`config.mk`:
```
export PLATFORM = sky130hd
export DESIGN_NAME = ddr2_host_arbiter_flat
export DESIGN_NICKNAME = d
export VERILOG_FILES = /design/src/rtl/ddr2_host_arbiter_if.sv /design/src/rtl/ddr2_host_arbiter.sv /design/src/flat_wrapper.sv
export SDC_FILE = /design/constraint.sdc
export NUM_CORES = 1
export LEC_CHECK = 0
export CAP_MARGIN = 40
export CORE_ASPECT_RATIO = 1.5
export CORE_UTILIZATION = 30
export DETAILED_ROUTE_END_ITERATION = 16
export PLACE_DENSITY = 0.6
export SLEW_MARGIN = 10
export SYNTH_ARGS = -nofsm -noshare
export SYNTH_HDL_FRONTEND = slang
export SYNTH_SLANG_ARGS = --single-unit
```
`constraint.sdc`:
```
create_clock -name clk -period 9.01 [get_ports clk]
set_input_delay 1.802 -clock clk [delete_from_list [all_inputs] [get_ports clk]]
set_output_delay 1.802 -clock clk [all_outputs]
set_load 0.01 [all_outputs]
```
`src/rtl/ddr2_host_arbiter_if.sv`:
```
// rtl/ddr2_host_arbiter_if.sv - requester, write-data, read-return and DDR2 host-port signals
interface ddr2_host_arbiter_if #(
    parameter int NREQ = 2
);
    logic [NREQ-1:0]    req_valid;
    logic [NREQ-1:0]    req_ready;
    logic [3*NREQ-1:0]  req_cmd;
    logic [2*NREQ-1:0]  req_sz;
    logic [3*NREQ-1:0]  req_op;
    logic [25*NREQ-1:0] req_addr;
    logic [NREQ-1:0]    wr_valid;
    logic [16*NREQ-1:0] wr_data;
    logic [NREQ-1:0]    wr_ready;
    logic [NREQ-1:0]    rd_valid;
    logic [15:0]        rd_data;
    logic [24:0]        rd_addr;
    logic [2:0]         cmd;
    logic [1:0]         sz;
    logic [2:0]         op;
    logic [24:0]        addr;
    logic [15:0]        din;
    logic               fetching;
    logic               notfull;
    logic [6:0]         fillcount;
    logic [15:0]        dout;
    logic [24:0]        raddr;
    logic               validout;
    logic               busy;
    logic               err;

    modport slave (
        input  req_valid, req_cmd, req_sz, req_op, req_addr, wr_valid, wr_data,
               notfull, fillcount, dout, raddr, validout,
        output req_ready, wr_ready, rd_valid, rd_data, rd_addr,
               cmd, sz, op, addr, din, fetching, busy, err
    );

    modport master (
        output req_valid, req_cmd, req_sz, req_op, req_addr, wr_valid, wr_data,
               notfull, fillcount, dout, raddr, validout,
        input  req_ready, wr_ready, rd_valid, rd_data, rd_addr,
               cmd, sz, op, addr, din, fetching, busy, err
    );
endinterface

```
`src/rtl/ddr2_host_arbiter.sv`:
```
// rtl/ddr2_host_arbiter.sv - round-robin sharing of one DDR2 controller host port between NREQ requesters
module ddr2_host_arbiter #(
    parameter int NREQ       = 2,
    parameter int TAG_DEPTH  = 8,
    parameter int FILL_LIMIT = 32
) (
    input  logic               clk,
    input  logic               reset,
    ddr2_host_arbiter_if.slave bus
);
    localparam int IW = (NREQ > 1) ? $clog2(NREQ) : 1;
    localparam int AW = $clog2(TAG_DEPTH);

    localparam logic [2:0] CMD_NOP = 3'd0;
    localparam logic [2:0] CMD_SCR = 3'd1;
    localparam logic [2:0] CMD_SCW = 3'd2;
    localparam logic [2:0] CMD_BLR = 3'd3;
    localparam logic [2:0] CMD_BLW = 3'd4;

    typedef enum logic [1:0] {S_IDLE, S_ISSUE, S_WDATA} state_t;

    function automatic logic is_read(input logic [2:0] c);
        return (c == CMD_SCR) || (c == CMD_BLR);
    endfunction

    function automatic logic [5:0] word_count(input logic [2:0] c, input logic [1:0] s);
        if (c == CMD_BLR || c == CMD_BLW)
            return {({1'b0, s} + 3'd1), 3'b000};
        return 6'd1;
    endfunction

    state_t          state;
    logic [IW-1:0]   rr_ptr;
    logic [IW-1:0]   cur;
    logic [2:0]      lat_cmd;
    logic [1:0]      lat_sz;
    logic [2:0]      lat_op;
    logic [24:0]     lat_addr;
    logic [5:0]      lat_cnt;
    logic [5:0]      rem;

    logic [2:0]      cmd_r;
    logic [1:0]      sz_r;
    logic [2:0]      op_r;
    logic [24:0]     addr_r;
    logic [15:0]     din_r;
    logic            fetching_r;
    logic            err_r;

    logic [IW-1:0]   tag_id  [TAG_DEPTH];
    logic [5:0]      tag_cnt [TAG_DEPTH];
    logic [AW-1:0]   wp, rp;
    logic [AW:0]     fill;
    logic            tag_full, tag_empty, tag_push, tag_pop, ret_hit;

    logic [NREQ-1:0] elig;
    logic [2:0]      c_i;
    logic            gnt_found;
    logic [IW-1:0]   gnt;
    logic [IW-1:0]   idx;
    logic [2:0]      g_cmd;
    logic [1:0]      g_sz;
    logic [2:0]      g_op;
    logic [24:0]     g_addr;
    logic            cur_wv;
    logic [15:0]     cur_wd;
    logic            wr_go;
    logic [NREQ-1:0] req_ready_c, wr_ready_c, rd_valid_c;

    // Eligibility uses the registered fill level, so a pop in the same cycle does not free a slot yet
    assign tag_full  = (fill == (AW+1)'(TAG_DEPTH));
    assign tag_empty = (fill == '0);
    assign ret_hit   = bus.validout && !tag_empty;
    assign tag_pop   = ret_hit && (tag_cnt[rp] == 6'd1);
    assign tag_push  = (state == S_ISSUE) && bus.notfull && is_read(lat_cmd);

    always_comb begin
        elig = '0;
        c_i  = '0;
        for (int i = 0; i < NREQ; i++) begin
            c_i     = bus.req_cmd[3*i +: 3];
            elig[i] = bus.req_valid[i] && bus.notfull
                      && !(is_read(c_i) && tag_full)
                      && !((c_i == CMD_BLW) && (bus.fillcount > 7'(FILL_LIMIT)));
        end
    end

    always_comb begin
        gnt_found = 1'b0;
        gnt       = '0;
        idx       = '0;
        for (int k = 0; k < NREQ; k++) begin
            idx = IW'((int'(rr_ptr) + k) % NREQ);
            if (!gnt_found && elig[idx]) begin
                gnt_found = 1'b1;
                gnt       = idx;
            end
        end
    end

    always_comb begin
        g_cmd  = '0;
        g_sz   = '0;
        g_op   = '0;
        g_addr = '0;
        cur_wv = 1'b0;
        cur_wd = '0;
        for (int i = 0; i < NREQ; i++) begin
            if (gnt == IW'(i)) begin
                g_cmd  = bus.req_cmd[3*i +: 3];
                g_sz   = bus.req_sz[2*i +: 2];
                g_op   = bus.req_op[3*i +: 3];
                g_addr = bus.req_addr[25*i +: 25];
            end
            if (cur == IW'(i)) begin
                cur_wv = bus.wr_valid[i];
                cur_wd = bus.wr_data[16*i +: 16];
            end
        end
    end

    assign wr_go = bus.notfull && cur_wv &&
                   (((state == S_ISSUE) && !is_read(lat_cmd)) || (state == S_WDATA));

    always_comb begin
        req_ready_c = '0;
        wr_ready_c  = '0;
        rd_valid_c  = '0;
        if ((state == S_IDLE) && gnt_found)
            req_ready_c[gnt] = 1'b1;
        if (wr_go)
            wr_ready_c[cur] = 1'b1;
        if (ret_hit)
            rd_valid_c[tag_id[rp]] = 1'b1;
    end

    always_ff @(posedge clk or negedge reset) begin
        if (!reset) begin
            state      <= S_IDLE;
            rr_ptr     <= '0;
            cur        <= '0;
            lat_cmd    <= CMD_NOP;
            lat_sz     <= '0;
            lat_op     <= '0;
            lat_addr   <= '0;
            lat_cnt    <= '0;
            rem        <= '0;
            cmd_r      <= CMD_NOP;
            sz_r       <= '0;
            op_r       <= '0;
            addr_r     <= '0;
            din_r      <= '0;
            fetching_r <= 1'b0;
            err_r      <= 1'b0;
        end else begin
            cmd_r      <= CMD_NOP;
            fetching_r <= 1'b0;
            err_r      <= bus.validout && tag_empty;
            case (state)
                S_IDLE: begin
                    if (gnt_found) begin
                        rr_ptr   <= (gnt == IW'(NREQ-1)) ? '0 : gnt + 1'b1;
                        cur      <= gnt;
                        lat_cmd  <= g_cmd;
                        lat_sz   <= g_sz;
                        lat_op   <= g_op;
                        lat_addr <= g_addr;
                        lat_cnt  <= word_count(g_cmd, g_sz);
                        // Invalid commands are consumed and flagged; NOP is consumed silently
                        if (g_cmd > CMD_BLW)
                            err_r <= 1'b1;
                        else if (g_cmd != CMD_NOP)
                            state <= S_ISSUE;
                    end
                end
                S_ISSUE: begin
                    if (bus.notfull && (is_read(lat_cmd) || cur_wv)) begin
                        cmd_r      <= lat_cmd;
                        sz_r       <= lat_sz;
                        op_r       <= lat_op;
                        addr_r     <= lat_addr;
                        fetching_r <= 1'b1;
                        if (is_read(lat_cmd)) begin
                            state <= S_IDLE;
                        end else begin
                            din_r <= cur_wd;
                            rem   <= lat_cnt - 6'd1;
                            state <= (lat_cnt == 6'd1) ? S_IDLE : S_WDATA;
                        end
                    end
                end
                S_WDATA: begin
                    if (wr_go) begin
                        din_r      <= cur_wd;
                        fetching_r <= 1'b1;
                        rem        <= rem - 6'd1;
                        if (rem == 6'd1)
                            state <= S_IDLE;
                    end
                end
                default: state <= S_IDLE;
            endcase
        end
    end

    always_ff @(posedge clk or negedge reset) begin
        if (!reset) begin
            wp   <= '0;
            rp   <= '0;
            fill <= '0;
        end else begin
            if (tag_push)
                wp <= wp + 1'b1;
            if (tag_pop)
                rp <= rp + 1'b1;
            case ({tag_push, tag_pop})
                2'b10:   fill <= fill + 1'b1;
                2'b01:   fill <= fill - 1'b1;
                default: fill <= fill;
            endcase
        end
    end

    // Head entry counts down in place; push never targets the head slot while it is live
    always_ff @(posedge clk) begin
        if (tag_push) begin
            tag_id[wp]  <= cur;
            tag_cnt[wp] <= lat_cnt;
        end
        if (ret_hit && !tag_pop)
            tag_cnt[rp] <= tag_cnt[rp] - 6'd1;
    end

    assign bus.req_ready = req_ready_c;
    assign bus.wr_ready  = wr_ready_c;
    assign bus.rd_valid  = rd_valid_c;
    assign bus.rd_data   = bus.dout;
    assign bus.rd_addr   = bus.raddr;
    assign bus.cmd       = cmd_r;
    assign bus.sz        = sz_r;
    assign bus.op        = op_r;
    assign bus.addr      = addr_r;
    assign bus.din       = din_r;
    assign bus.fetching  = fetching_r;
    assign bus.err       = err_r;
    assign bus.busy      = (state != S_IDLE) || !tag_empty;
endmodule

```
`src/flat_wrapper.sv`:
```
// flat-port wrapper written by rule: the top's interface ports become plain ports
module ddr2_host_arbiter_flat 
#(
    parameter int NREQ       = 2,
    parameter int TAG_DEPTH  = 8,
    parameter int FILL_LIMIT = 32
)
  (clk, reset, bus_req_valid, bus_req_cmd, bus_req_sz, bus_req_op, bus_req_addr, bus_wr_valid, bus_wr_data, bus_notfull, bus_fillcount, bus_dout, bus_raddr, bus_validout, bus_req_ready, bus_wr_ready, bus_rd_valid, bus_rd_data, bus_rd_addr, bus_cmd, bus_sz, bus_op, bus_addr, bus_din, bus_fetching, bus_busy, bus_err);
  ddr2_host_arbiter_if #(.NREQ(NREQ)) bus_i ();
  input  logic clk;
  input  logic reset;
  input wire logic [$bits(bus_i.req_valid)-1:0] bus_req_valid;
  input wire logic [$bits(bus_i.req_cmd)-1:0] bus_req_cmd;
  input wire logic [$bits(bus_i.req_sz)-1:0] bus_req_sz;
  input wire logic [$bits(bus_i.req_op)-1:0] bus_req_op;
  input wire logic [$bits(bus_i.req_addr)-1:0] bus_req_addr;
  input wire logic [$bits(bus_i.wr_valid)-1:0] bus_wr_valid;
  input wire logic [$bits(bus_i.wr_data)-1:0] bus_wr_data;
  input wire logic [$bits(bus_i.notfull)-1:0] bus_notfull;
  input wire logic [$bits(bus_i.fillcount)-1:0] bus_fillcount;
  input wire logic [$bits(bus_i.dout)-1:0] bus_dout;
  input wire logic [$bits(bus_i.raddr)-1:0] bus_raddr;
  input wire logic [$bits(bus_i.validout)-1:0] bus_validout;
  output wire logic [$bits(bus_i.req_ready)-1:0] bus_req_ready;
  output wire logic [$bits(bus_i.wr_ready)-1:0] bus_wr_ready;
  output wire logic [$bits(bus_i.rd_valid)-1:0] bus_rd_valid;
  output wire logic [$bits(bus_i.rd_data)-1:0] bus_rd_data;
  output wire logic [$bits(bus_i.rd_addr)-1:0] bus_rd_addr;
  output wire logic [$bits(bus_i.cmd)-1:0] bus_cmd;
  output wire logic [$bits(bus_i.sz)-1:0] bus_sz;
  output wire logic [$bits(bus_i.op)-1:0] bus_op;
  output wire logic [$bits(bus_i.addr)-1:0] bus_addr;
  output wire logic [$bits(bus_i.din)-1:0] bus_din;
  output wire logic [$bits(bus_i.fetching)-1:0] bus_fetching;
  output wire logic [$bits(bus_i.busy)-1:0] bus_busy;
  output wire logic [$bits(bus_i.err)-1:0] bus_err;
  assign bus_i.req_valid = bus_req_valid;
  assign bus_i.req_cmd = bus_req_cmd;
  assign bus_i.req_sz = bus_req_sz;
  assign bus_i.req_op = bus_req_op;
  assign bus_i.req_addr = bus_req_addr;
  assign bus_i.wr_valid = bus_wr_valid;
  assign bus_i.wr_data = bus_wr_data;
  assign bus_i.notfull = bus_notfull;
  assign bus_i.fillcount = bus_fillcount;
  assign bus_i.dout = bus_dout;
  assign bus_i.raddr = bus_raddr;
  assign bus_i.validout = bus_validout;
  assign bus_req_ready = bus_i.req_ready;
  assign bus_wr_ready = bus_i.wr_ready;
  assign bus_rd_valid = bus_i.rd_valid;
  assign bus_rd_data = bus_i.rd_data;
  assign bus_rd_addr = bus_i.rd_addr;
  assign bus_cmd = bus_i.cmd;
  assign bus_sz = bus_i.sz;
  assign bus_op = bus_i.op;
  assign bus_addr = bus_i.addr;
  assign bus_din = bus_i.din;
  assign bus_fetching = bus_i.fetching;
  assign bus_busy = bus_i.busy;
  assign bus_err = bus_i.err;
  ddr2_host_arbiter #(.NREQ(NREQ), .TAG_DEPTH(TAG_DEPTH), .FILL_LIMIT(FILL_LIMIT)) u_core (.clk(clk), .reset(reset), .bus(bus_i));
endmodule
```
==> results.toml <==
[place]
dp.final_hpwl_mm = 16.7
gp_congestion = 0.844
io_buffers = 170
pre_cts_ws_ps = 3010
dp_cells = 1178

[route]
wirelength_mm = 22.5
avgRoutedWirePerCell_um = 18.6
wl_met3_mm = 1.24
drt_pass1_iterations = 4
drt-vias-per-instance = 5.06
top_layer_used = "met4"
drt.antenna.violating_nets = 0
drc_errors = 0
routed-wl-met2_mm = 12.3
drtIter0Drc = 220
wl_met1_mm = 8.36
vias = 6123

[setup_path]
worst-path-max-fanout = 8
slowest_delay_ps = 510
required_ps = 7210
crit_chain = "clkdlybuf4s50_1 -> or3_1 -> o211ai_1 -> nand4_1 -> o21ai_2 -> nor2_2 -> clkdlybuf4s50_1"
cp-start-kind = "input pin"
reg2reg_slack_ps = 4800
reg2reg_to = "u_core.fill[3]"
rr_worst_depth = 15
end_kind = "output port"
critical_path_arrival_ps = 4200
worst-setup-path-type = "in2out"
slowest_stage = "clkdlybuf4s50_1"
worstReg2RegStart = "u_core.rp[2]"
worst_path_most_repeated_cell = "clkdlybuf4s50_1"

[final_layout]
final_common_cell = "clkdlybuf4s50_1"
finish.utilization_pct = 39.1
finalNonFillerCells = 1210
nets = 1021
layout_common_cells = "169 x clkdlybuf4s50_1, 108 x dfrtp_1, 56 x edfxtp_1"
area_growth_pct = 27.4
drive_gt1_share_pct = 15.3
fill_cells = 2681
n_antenna_cell = 0

[grt]
antenna_found_initial = 0
grt.overflow.total = 0
grt_pass1_wl_mm = 35.1
first_global_vias = 6394
globalRouteTotalUtil_pct = 15.8
grt_max_degree = 60

[timing]
max_freq_mhz = 167
grt_setup_unrepaired = "no"
fin_crit_ps = 6010
relSlewSlack_pct = 42.1
setup_ws_ps = 3000
period_share_pct = 66.7
hold_viol = 0
finalSetupTns_ps = 0
worstMarginPinSlew_ps = 867
skew_ps = 8.76
finalSetupViolCount = 0
slew_viol_final = 0

[clock_tree]
post_cts_resized = 0
cts_tree = "yes"
clock_path_buffers = 2
hold_buffers = 0
post_cts_buffers = 0
clk_latency_ps = 430
cts_buffers = 17
clkTransAtPathRegs_ps = 60
cts_num_sinks = 164
h-tree-depth = 4
cts_root_buf = "clkbuf_16"

[synthesis]
synth.distinct_cells = 65
post-synth-top-area-cell = "dfrtp_1"
async_flop_share_pct = 65.9
ys_seq_elements = 164
ys.flop_type = "dfrtp_1"
syn_area_um2 = 8600
synth_area_leaders = "dfrtp_1 31%, edfxtp_1 20%, mux2_2 6.8%"
postSynthCellCount = 729
synth-edff-count = 56
yosysSeqAreaShare_pct = 51.0
synth_nets = 899
yosysWarnings = 0
syn_avg_cell_area_um2 = 11.8
synth_top_area_share_pct = 31.4

[power]
power.density_nw_per_um2 = 316
totalPowerFinal_mw = 3.47
power.leakage_nw = 4.58
vdd_drop_max_v = 0.000180

[floorplan]
die_h_um = 209
core_um2 = 28100
dieArea_um2 = 29400
pin_count = 253
rows = 75
start_util_pct = 30.7
die_x_um = 140

[run]
max-cap-violations = 0

[min_path]
hold_class = "reg2reg"
hold_end = "u_core.bus.din[11]"
min_path_cells = 2
min_from = "u_core.bus.din[11]"

[run_status]
outcome = "finished clean"
[worst max path at each step]
stage | slack (ps) | endpoint | from | depth (start not counted)
2_1_floorplan | 3970 | bus_req_ready[0] | bus_fillcount[0] | 5
3_3_place_gp | 3030 | bus_req_ready[1] | bus_fillcount[6] | 7
3_5_place_dp | 3010 | bus_req_ready[1] | bus_fillcount[6] | 7
4_1_cts | 3000 | bus_req_ready[1] | bus_fillcount[6] | 7
5_1_grt | 2890 | bus_req_ready[1] | bus_fillcount[6] | 7
6_report | 3000 | bus_req_ready[1] | bus_fillcount[6] | 7
[power by group]
group | switching, mW | total [mW] | internal [mW]
logic | 0.794 | 1.52 | 0.729
clock network | 0.296 | 0.728 | 0.432
registers | 0.163 | 1.21 | 1.05
[per-layer routing]
| metal | up-vias | track usage (%) |
|---|---|---|
| met5 | - | 0 |
| met4 | 0 | 7.09 |
| met3 | 48 | 3.83 |
| met2 | 186 | 29.5 |
| met1 | 3007 | 16.5 |
| li1 | 2882 | - |
[critical path, delay by kind of cell]
family | cells | cell delay (ps)
buf+inv | 2 | 920
compound gates | 2 | 670
simple gates | 3 | 810
[final cells by class]
class | instances | area [µm²] | area share (%)
clock buffers | 22 | 479 | 4.37
repair buffers | 188 | 1840 | 16.8
flip-flops and latches | 164 | 4380 | 40.0
multi-input cells | 463 | 3660 | 33.4
well taps | 346 | 433 | 3.95
clock inverters | 10 | 104 | 0.947
inverters | 17 | 63.8 | 0.582
[state kept, by name, summed over array words and instances, names as in the netlist, 3 cells and up]
register and count:
u_core.fill 4, u_core.wp 3, u_core.rp 3, u_core.bus.cmd 3
u_core.tag_id 8, u_core.tag_cnt 48, u_core.rem 6, u_core.lat_cnt 4
u_core.lat_addr 25, u_core.bus.addr 25, u_core.lat_op 3, u_core.lat_cmd 3
u_core.bus.op 3, u_core.bus.din 16
[cells by family after synthesis]
kind of cell               after synthesis  synth area share, %
and+or+nand+nor                        170                 10.5
DFF                                    164                 51.0
AOI/OAI and AO/OA                      159                 13.4
muxes                                  105                 14.7
buffers and inverters                  102                 6.68
adders and majority gates               16                 2.41
xor gates and xnor gates                13                 1.32
[Yosys cell counts, types with 4 or more instances]
cell type / instances
nand3_1: 7
xnor2_1: 8
a21o_1: 34
nor2_1: 30
dfrtp_1: 108
xor2_1: 5
nand2b_1: 7
nor4b_1: 4
buf_1: 6
or2_2: 5
inv_1: 16
mux2_1: 7
o22a_1: 4
nand3_2: 4
nor3b_1: 5
nor2b_1: 5
a21oi_1: 12
clkbuf_1: 30
or3_1: 5
a22o_1: 29
a211oi_1: 4
mux4_2: 10
a31oi_1: 5
o21ai_0: 39
mux2i_1: 34
buf_6: 4
nor3_1: 24
buf_4: 42
nand2_1: 47
edfxtp_1: 56
nor4_1: 9
mux2_2: 52
ha_1: 15
o32a_1: 7
nand4_1: 4
[per-stage QoR]
| step | cell area [µm²] | hold WS (ps) |
|---|---|---|
| after detailed placement | 10400 | 469 |
| final | 11000 | 479 |
| after global placement | 10300 | 459 |
| after global routing | 11000 | 508 |
| after CTS | 11000 | 484 |
| after floorplan | 8600 | 442 |
Power figures use the tool's default switching activity.
